$ cat config.mk
export PLATFORM = sky130hd
export DESIGN_NAME = uart_loader
export DESIGN_NICKNAME = d
export VERILOG_FILES = /design/src/rtl/uart_loader.sv
export SDC_FILE = /design/constraint.sdc
export NUM_CORES = 1
export LEC_CHECK = 0
export CAP_MARGIN = 10
export CORE_ASPECT_RATIO = 0.9
export CORE_MARGIN = 2
export CORE_UTILIZATION = 56
export DETAILED_ROUTE_END_ITERATION = 10
export PLACE_DENSITY = 0.88
export SLEW_MARGIN = 20
export SYNTH_ARGS = -nofsm -noshare
export SYNTH_HDL_FRONTEND = slang
export SYNTH_SLANG_ARGS = --single-unit
$ cat constraint.sdc
create_clock -name clk -period 3.2 [get_ports clk]
set_clock_uncertainty 0.2 [all_clocks]
set_input_delay 0.48 -clock clk [delete_from_list [all_inputs] [get_ports clk]]
set_output_delay 0.48 -clock clk [all_outputs]
set_load 0.03 [all_outputs]
$ cat src/rtl/uart_loader.sv
// ---------------------------------------------------------------------------
// uart_loader
//
// Turns the UART receiver's byte stream into 32-bit RAM writes so a program
// image can be loaded. The CPU is held in reset while a frame is in
// progress and is released only when a frame completes without error.
//
// Frame: MAGIC, LEN_LO, LEN_HI, then LEN payload bytes packed little-endian
// into words at BASE_ADDR, BASE_ADDR+1, ... (address wraps at 2^ADDR_WIDTH).
//
// Build option:
//   UART_LOADER_CSUM_EN  - when defined, one trailing byte equal to the
//                          mod-256 sum of the payload must follow the
//                          payload before the load is accepted.
//
// Ports:
//   clk        clock
//   rst_n      asynchronous active-low reset
//   rx_valid   one-cycle strobe, rx_data holds a received byte
//   rx_data    received byte
//   mem_we     write request, held until mem_ack
//   mem_addr   word address of the write
//   mem_wdata  write data, byte n on bits [8n+7:8n]
//   mem_wstrb  byte-lane enables
//   mem_ack    write accepted this cycle
//   busy       frame in progress
//   done       one-cycle pulse on a successful load
//   error      sticky error flag, cleared by the next MAGIC byte
//   cpu_rst_n  active-low CPU reset
// ---------------------------------------------------------------------------
module uart_loader #(
    parameter int         ADDR_WIDTH   = 16,
    parameter int         BASE_ADDR    = 0,
    parameter logic [7:0] MAGIC        = 8'hA5,
    parameter int         TIMEOUT_CLKS = 1000000
) (
    input  logic                  clk,
    input  logic                  rst_n,
    input  logic                  rx_valid,
    input  logic [7:0]            rx_data,
    output logic                  mem_we,
    output logic [ADDR_WIDTH-1:0] mem_addr,
    output logic [31:0]           mem_wdata,
    output logic [3:0]            mem_wstrb,
    input  logic                  mem_ack,
    output logic                  busy,
    output logic                  done,
    output logic                  error,
    output logic                  cpu_rst_n
);

    // state  | meaning
    // IDLE   | waiting for MAGIC, all other bytes dropped
    // LEN0   | expecting low byte of payload length
    // LEN1   | expecting high byte of payload length
    // DATA   | collecting payload bytes into the current word
    // WRITE  | mem_we asserted, waiting for mem_ack
    // CSUM   | expecting the checksum byte (checksum builds only)
    // FINISH | pulse done, release CPU reset
    localparam logic [2:0] S_IDLE   = 3'd0;
    localparam logic [2:0] S_LEN0   = 3'd1;
    localparam logic [2:0] S_LEN1   = 3'd2;
    localparam logic [2:0] S_DATA   = 3'd3;
    localparam logic [2:0] S_WRITE  = 3'd4;
    localparam logic [2:0] S_FINISH = 3'd6;
`ifdef UART_LOADER_CSUM_EN
    localparam logic [2:0] S_CSUM   = 3'd5;
    localparam logic [2:0] S_PAYLOAD_END = S_CSUM;
`else
    localparam logic [2:0] S_PAYLOAD_END = S_FINISH;
`endif

    localparam int TMR_W = (TIMEOUT_CLKS > 1) ? $clog2(TIMEOUT_CLKS) : 1;
    localparam logic [TMR_W-1:0]      TMR_LOAD  = TMR_W'(TIMEOUT_CLKS - 1);
    localparam logic [ADDR_WIDTH-1:0] ADDR_BASE = ADDR_WIDTH'(BASE_ADDR);

    logic [2:0]       state;
    logic [1:0]       lane;
    logic [15:0]      remaining;
    logic [TMR_W-1:0] tmr;
    logic             timed;
    logic             timeout;
`ifdef UART_LOADER_CSUM_EN
    logic [7:0]       sum;
`endif

    // Inter-byte timer runs only while waiting on the UART; WRITE is
    // excluded so a slow memory never looks like a stalled sender.
    always_comb begin
        timed = (state == S_LEN0) || (state == S_LEN1) || (state == S_DATA);
`ifdef UART_LOADER_CSUM_EN
        if (state == S_CSUM) begin
            timed = 1'b1;
        end
`endif
    end

    assign timeout = timed && !rx_valid && (tmr == '0);

    // Down-counter reloaded on every byte; terminal count zero is reached
    // TIMEOUT_CLKS-1 idle clocks after the last byte.
    always_ff @(posedge clk or negedge rst_n) begin
        if (!rst_n) begin
            tmr <= TMR_LOAD;
        end else if (rx_valid) begin
            tmr <= TMR_LOAD;
        end else if (timed && (tmr != '0)) begin
            tmr <= tmr - TMR_W'(1);
        end
    end

    always_ff @(posedge clk or negedge rst_n) begin
        if (!rst_n) begin
            state     <= S_IDLE;
            lane      <= 2'd0;
            remaining <= 16'd0;
            mem_we    <= 1'b0;
            mem_addr  <= ADDR_BASE;
            mem_wdata <= 32'd0;
            mem_wstrb <= 4'd0;
            busy      <= 1'b0;
            done      <= 1'b0;
            error     <= 1'b0;
            cpu_rst_n <= 1'b1;
`ifdef UART_LOADER_CSUM_EN
            sum       <= 8'd0;
`endif
        end else begin
            done <= 1'b0;

            if (timeout) begin
                error <= 1'b1;
                busy  <= 1'b0;
                state <= S_IDLE;
            end else begin
                case (state)
                    S_IDLE: begin
                        if (rx_valid && (rx_data == MAGIC)) begin
                            error     <= 1'b0;
                            busy      <= 1'b1;
                            cpu_rst_n <= 1'b0;
                            mem_addr  <= ADDR_BASE;
                            mem_wdata <= 32'd0;
                            mem_wstrb <= 4'd0;
                            lane      <= 2'd0;
`ifdef UART_LOADER_CSUM_EN
                            sum       <= 8'd0;
`endif
                            state     <= S_LEN0;
                        end
                    end

                    S_LEN0: begin
                        if (rx_valid) begin
                            remaining[7:0] <= rx_data;
                            state          <= S_LEN1;
                        end
                    end

                    S_LEN1: begin
                        if (rx_valid) begin
                            remaining[15:8] <= rx_data;
                            if ({rx_data, remaining[7:0]} == 16'd0) begin
                                state <= S_PAYLOAD_END;
                            end else begin
                                state <= S_DATA;
                            end
                        end
                    end

                    S_DATA: begin
                        if (rx_valid) begin
                            mem_wdata[{lane, 3'b000} +: 8] <= rx_data;
                            mem_wstrb[lane] <= 1'b1;
                            lane            <= lane + 2'd1;
                            remaining       <= remaining - 16'd1;
`ifdef UART_LOADER_CSUM_EN
                            sum             <= sum + rx_data;
`endif
                            // Word full or last byte of the payload: the
                            // request goes out on the very next cycle.
                            if ((lane == 2'd3) || (remaining == 16'd1)) begin
                                mem_we <= 1'b1;
                                state  <= S_WRITE;
                            end
                        end
                    end

                    S_WRITE: begin
                        // A byte arriving here would have nowhere to go;
                        // it wins over a same-cycle ack and aborts.
                        if (rx_valid) begin
                            error  <= 1'b1;
                            mem_we <= 1'b0;
                            busy   <= 1'b0;
                            state  <= S_IDLE;
                        end else if (mem_ack) begin
                            mem_we    <= 1'b0;
                            mem_addr  <= mem_addr + ADDR_WIDTH'(1);
                            mem_wstrb <= 4'd0;
                            mem_wdata <= 32'd0;
                            lane      <= 2'd0;
                            if (remaining != 16'd0) begin
                                state <= S_DATA;
                            end else begin
                                state <= S_PAYLOAD_END;
                            end
                        end
                    end

`ifdef UART_LOADER_CSUM_EN
                    S_CSUM: begin
                        if (rx_valid) begin
                            if (rx_data == sum) begin
                                state <= S_FINISH;
                            end else begin
                                error <= 1'b1;
                                busy  <= 1'b0;
                                state <= S_IDLE;
                            end
                        end
                    end
`endif

                    S_FINISH: begin
                        done      <= 1'b1;
                        cpu_rst_n <= 1'b1;
                        busy      <= 1'b0;
                        state     <= S_IDLE;
                    end

                    default: begin
                        mem_we <= 1'b0;
                        busy   <= 1'b0;
                        state  <= S_IDLE;
                    end
                endcase
            end
        end
    end

endmodule

==> results of run 1 <==
worst reg2reg max path, stage by stage, from the launching register on:
cell and delay [ns]:
dfrtp_1 0.69, inv_1 0.36, o22ai_1 0.62, o211ai_1 0.54
nand2_1 0.20, o21ai_0 0.11
cells by family after synthesis:
logic type | after synthesis | share of synthesized area [%]
compound gates | 145 | 19.77
xor+xnor | 17 | 2.827
fa+ha+maj | 10 | 2.376
buf+inv | 48 | 3.944
flops | 98 | 46.88
mux | 3 | 0.5702
simple gates | 228 | 23.64
synthesized netlist by cell type (all sizes together) (10+ instances only):
master	count	area share, %
dfrtp	85	40
nand3	20	2.1
nor3	15	1.4
o21ai	34	3.3
clkbuf	20	1.4
o31ai	15	2.1
a21oi	22	2.1
inv	19	1.4
o21a	10	1.4
nor2	55	4.1
ha	10	2.4
nand2	53	3.8
nor4	17	2.9
or3	11	1.3
or4	10	1.6
a22o	14	2.3
nand4	17	2.0
dfstp	13	6.5
worst max-delay path by stage:
stage,from,endpoint,slack [ns],cells past startpoint
2_1_floorplan,rx_data[6],mem_addr[4],0.77,6
3_3_place_gp,rx_data[6],mem_addr[5],0.24,6
3_5_place_dp,rx_data[6],mem_wdata[1],0.11,6
4_1_cts,state[2],mem_wdata[1],0.42,5
5_1_grt,state[2],mem_wdata[1],0.1,5
6_report,state[2],mem_wdata[1],0.34,5
through the flow:
step | power, mW | util (%) | instances | hold WS, ns
after floorplan | 2.987 | - | 549 | -0.01559
after global placement | 3.475 | 67.02 | 729 | 0.2619
after detailed placement | 3.545 | 67.02 | 729 | 0.2738
after CTS | 4.437 | 69.52 | 746 | 0.2980
after global routing | 4.721 | 69.52 | 746 | 0.3225
final | 4.464 | 69.52 | 746 | 0.2909
sequential cells by signal, indices dropped and copies added (netlist names), 2 cells and up:
register and count:
tmr 20, mem_addr 16, remaining 16, mem_wstrb 4
lane 2, mem_wdata 32, state 3
cell type report:
cell class	count	area, µm²	share of cell area [%]
timing repair buffer	88	843.3	13.29
tap	122	152.6	2.406
multi-input combinational	403	2590	40.83
clock buffer	9	123.9	1.953
sequential	98	2469	38.92
clock inverter	7	93.84	1.479
inverter	19	71.32	1.124
routing by layer:
layer | track usage [%] | share of wire, % | wire length (µm) | up-vias
li1 | - | - | - | 2180
met4 | 8.114 | 1.5 | 195 | 0
met1 | 37.03 | 43 | 5708 | 2309
met3 | 5.281 | 6.8 | 903 | 23
met2 | 44.87 | 49 | 6485 | 236
met5 | 0 | 0 | 0 | -
power by group:
part           total (mW)  internal, mW  switching [mW]
Combinational        1.79         0.655            1.13
Sequential           1.79          1.49           0.307
Clock               0.886         0.384           0.502
Total                4.46          2.53            1.94
==> metrics.txt, run 1 <==
CTS tree yes; WL/cell 17.82 µm; Worst Path Max Fanout 16; first-pass GRT wire length 22.02 mm; FFs w/ async S/R, synth 100.0%; worst setup margin 0.3405 ns; remaining global-route overflow 0; MaxCap Viol Count 0; largest net degree at the start of global routing 53; Clock Pin Slew Worst Setup and Hold Paths 0.11 ns; Post-Synthesis Cells 549; CTS resizes 0; type of the tightest min-delay check flop to flop; Cell Area, Synth 5266 µm²; Bufs and invs on worst path 1; Root Buffer clkbuf_8; HPWL Detailed 9.112 mm; reg2reg end mem_wdata[1]; Critical Path End Type flop; layout cells sized above 1 11.38%; drt drc 0; antenna violation net count after detailed routing 0; Leak 2.505 nW; fill cell count 673; # H-tree levels 3; Syn Area/Cell 9.593 µm²; port bufs 68; vias per cell 6.365; DRT iter0 DRCs 486; initial antenna violation count 0; Slew headroom 33.28%; critical path class flop to flop; Post CTS Setup Buffer Count 0; synthesized flop and latch total 98; crit-path cells inv_1 > o22ai_1 > o211ai_1 > nand2_1 > o21ai_0; final hold violation count 0; Final Cycle Share 89.36%; syn_nets 571; Syn-to-layout area delta 20.46%; critical path's largest stage delay 0.69 ns; die area 10200 µm²; IO Count 69; Placement Setup Slack 0.1140 ns; CTS Sinks 98; gpl congestion 0.8998; Critical Path Source Type flop; Power per Cell Area 703.8 nW/µm²; Synth Flop Type dfrtp_1; status complete, no violations; Die Span Y 96 µm; Rows 33; placed cell area 6116 µm²; most common cell after layout, fill and taps aside dfrtp_1; Peak VDD IR 429.7 µV; setup slack, reg-to-reg 0.34 ns; TNS Setup 0 ns; Final #Nets 641; RSZ-0062 raised after global routing no; YS warnings 0; most frequent cells in the layout 85 x dfrtp_1, 67 x clkdlybuf4s50_1, 53 x nand2_1, 51 x nor2_1, 30 x o21ai_0; delay-heaviest family, CP compound AO/OA/AOI/OAI gates; RR Startpoint state[2]; gr usage total 27.23%; slowest CP cell dfrtp_1; vias in the first global route 4448; CTS max path bufs 2; Reg2Reg Depth 5; Starting Density 57.71%; die width 106.2 µm; core area 9125 µm²; fin. max-slew vios 0; cell count of the worst hold path 2; endpoints failing setup 0; final WL 13.29 mm; post-synthesis cell type count 67; ant diodes 0; Worst-Skew Late Latency 0.39 ns; number of hold buffers added after cts 1; post-route minimum period 2.859 ns; Worst Tran Pin Value 0.9963 ns; total CTS buffers 9; CP required 3.23 ns; fmax 0.3497 GHz; post-route cell area 6344 µm²; DR vias 4748; Hold EP mem_wdata[21]; Seq/Total Area, Yosys 46.88%; CP arrival 2.89 ns; Detailed Routing Iterations Pass 1 5; Post-synth EDFFs 0; worst hold path startpoint mem_wdata[21]
No activity file was read; power rests on OpenSTA's default activity.
==> run 2: changes to the inputs <==
--- a/config.mk
+++ b/config.mk
@@ -8,9 +8,10 @@
 export CAP_MARGIN = 10
 export CORE_ASPECT_RATIO = 0.9
 export CORE_MARGIN = 2
-export CORE_UTILIZATION = 56
+export CORE_UTILIZATION = 57
+export CTS_BUF_LIST = sky130_fd_sc_hd__clkbuf_4
 export DETAILED_ROUTE_END_ITERATION = 10
-export PLACE_DENSITY = 0.88
+export PLACE_DENSITY = 0.89
 export SLEW_MARGIN = 20
 export SYNTH_ARGS = -nofsm -noshare
 export SYNTH_HDL_FRONTEND = slang
==> run 2 against run 1 <==
Against the previous run:
- first-iteration DRC count decreased by 9.1%
- cell count is 0.13% higher
- total power fell by 3.9%
- worst setup slack better by 0.21 ns
- non-clock buffer count increased by 1
- via count grew 0.65%
- sequential share of layout area rose by 0.37 points
- routed wire length shrank 2.8%
- combinational power is 4% higher
- fmax rose by 8.1%
- register-to-register slack gained 0.21 ns
==> metrics.txt, run 2 (synthesis gave the netlist of run 1 again) <==
Slew headroom 32.97%; delay-heaviest family, CP compound AO/OA/AOI/OAI gates; RSZ-0062 raised after global routing no; vias per cell 6.398; die area 10020 µm²; type of the tightest min-delay check flop to flop; drt drc 0; CTS max path bufs 2; max reg flops 32; layout cells sized above 1 11.52%; largest net degree at the start of global routing 59; Worst Path Max Fanout 18; critical path class flop to flop; crit-path cells nor4_1 > nand4_1 > o21ai_2 > o21ai_0 > a21oi_1; gr usage total 27.38%; Bufs and invs on worst path 0; CTS tree yes; Die Span Y 95.19 µm; WL/cell 17.30 µm; CP required 3.39 ns; Critical Path Source Type flop; IO Count 69; setup slack, reg-to-reg 0.55 ns; MaxCap Viol Count 0; CP arrival 2.83 ns; remaining global-route overflow 0; port bufs 68; Clock Pin Slew Worst Setup and Hold Paths 0.17 ns; gpl congestion 0.8708; status complete, no violations; HPWL Detailed 9.428 mm; final hold violation count 0; vias in the first global route 4465; final WL 12.92 mm; Power per Cell Area 682.4 nW/µm²; Final #Nets 642; post-route minimum period 2.646 ns; ant diodes 0; placed cells 730; critical path's largest stage delay 0.69 ns; die width 105.3 µm; Starting Density 58.24%; Post-Layout Cell Count 747; CTS Sinks 98; Syn-to-layout area delta 19.32%; TNS Setup 0 ns; initial antenna violation count 0; endpoints failing setup 0; placed cell area 6123 µm²; core area 9042 µm²; # H-tree levels 3; antenna violation net count after detailed routing 0; Root Buffer clkbuf_4; Placement Setup Slack 0.1426 ns; post-route cell area 6284 µm²; DRT iter0 DRCs 442; fill cell count 649; first-pass GRT wire length 22.08 mm; fmax 0.3780 GHz; total CTS buffers 9; fin. max-slew vios 0; Leak 2.485 nW; most common cell after layout, fill and taps aside dfrtp_1; Final Cycle Share 82.68%; Detailed Routing Iterations Pass 1 7; most frequent cells in the layout 85 x dfrtp_1, 67 x clkdlybuf4s50_1, 53 x nand2_1, 51 x nor2_1, 30 x o21ai_0; Rows 33; slowest CP cell o21ai_2; Post CTS Setup Buffer Count 0; biggest regs mem_wdata x32, tmr x20; Worst Tran Pin Value 1.001 ns; worst setup margin 0.5543 ns; Peak VDD IR 478.7 µV; Critical Path End Type flop; DR vias 4779; Worst-Skew Late Latency 0.46 ns; Biggest register mem_wdata
[run 2: stage by stage]
step | util (%) | power (mW) | hold WS [ns]
after floorplan | - | 2.987 | -0.01559
after CTS | 69.49 | 4.268 | 0.3018
after detailed placement | 67.72 | 3.577 | 0.2659
after global placement | 67.72 | 3.484 | 0.2616
final | 69.49 | 4.288 | 0.3033
after global routing | 69.49 | 4.558 | 0.3364
[run 2: timing repair]
item / in CTS / in global routing
resized for setup: 0 / 0
hold buffers: 1 / 0
hold endpoints to repair: 28 / 0
[run 2: power breakdown]
group / leakage [nW] / switching (mW) / internal (mW)
Combinational: 1.15 / 1.19 / 0.669
Clock: 0.0808 / 0.447 / 0.254
Sequential: 1.25 / 0.245 / 1.49
Total: 2.48 / 1.88 / 2.41
[run 2: cell type report]
type	count	area (µm²)	area share, %
repair buffers	89	850.8	13.54
well taps	122	152.6	2.429
multi-input cells	403	2590	41.22
inverters	19	71.32	1.135
clock inverters	7	82.58	1.314
flip-flops and latches	98	2469	39.29
clock buffers	9	67.56	1.075
[run 2: final timing paths]
path,start,end,cells past startpoint
min in group asynchronous,rst_n,tmr[10],2
setup reg to reg,tmr[13],tmr[13],5
setup / recovery,tmr[13],tmr[13],5
max in group asynchronous,rst_n,cpu_rst_n,3
hold reg to reg,mem_wdata[20],mem_wdata[20],2
hold / removal,mem_wdata[20],mem_wdata[20],2
[run 2: tightest hold or removal path: cells and delay by family, from the launching register on]
kind,cells,cell delay [ns]
simple gates,1,0.05
flops,1,0.38
compound gates,1,0.05
[run 2: metal layers]
metal | track usage [%] | up-vias | part of all wire (%)
li1 | - | 2185 | -
met1 | 37.77 | 2317 | 43
met2 | 45.38 | 235 | 49
met3 | 4.101 | 42 | 6.5
met4 | 8.222 | 0 | 1.9
met5 | 0 | - | 0
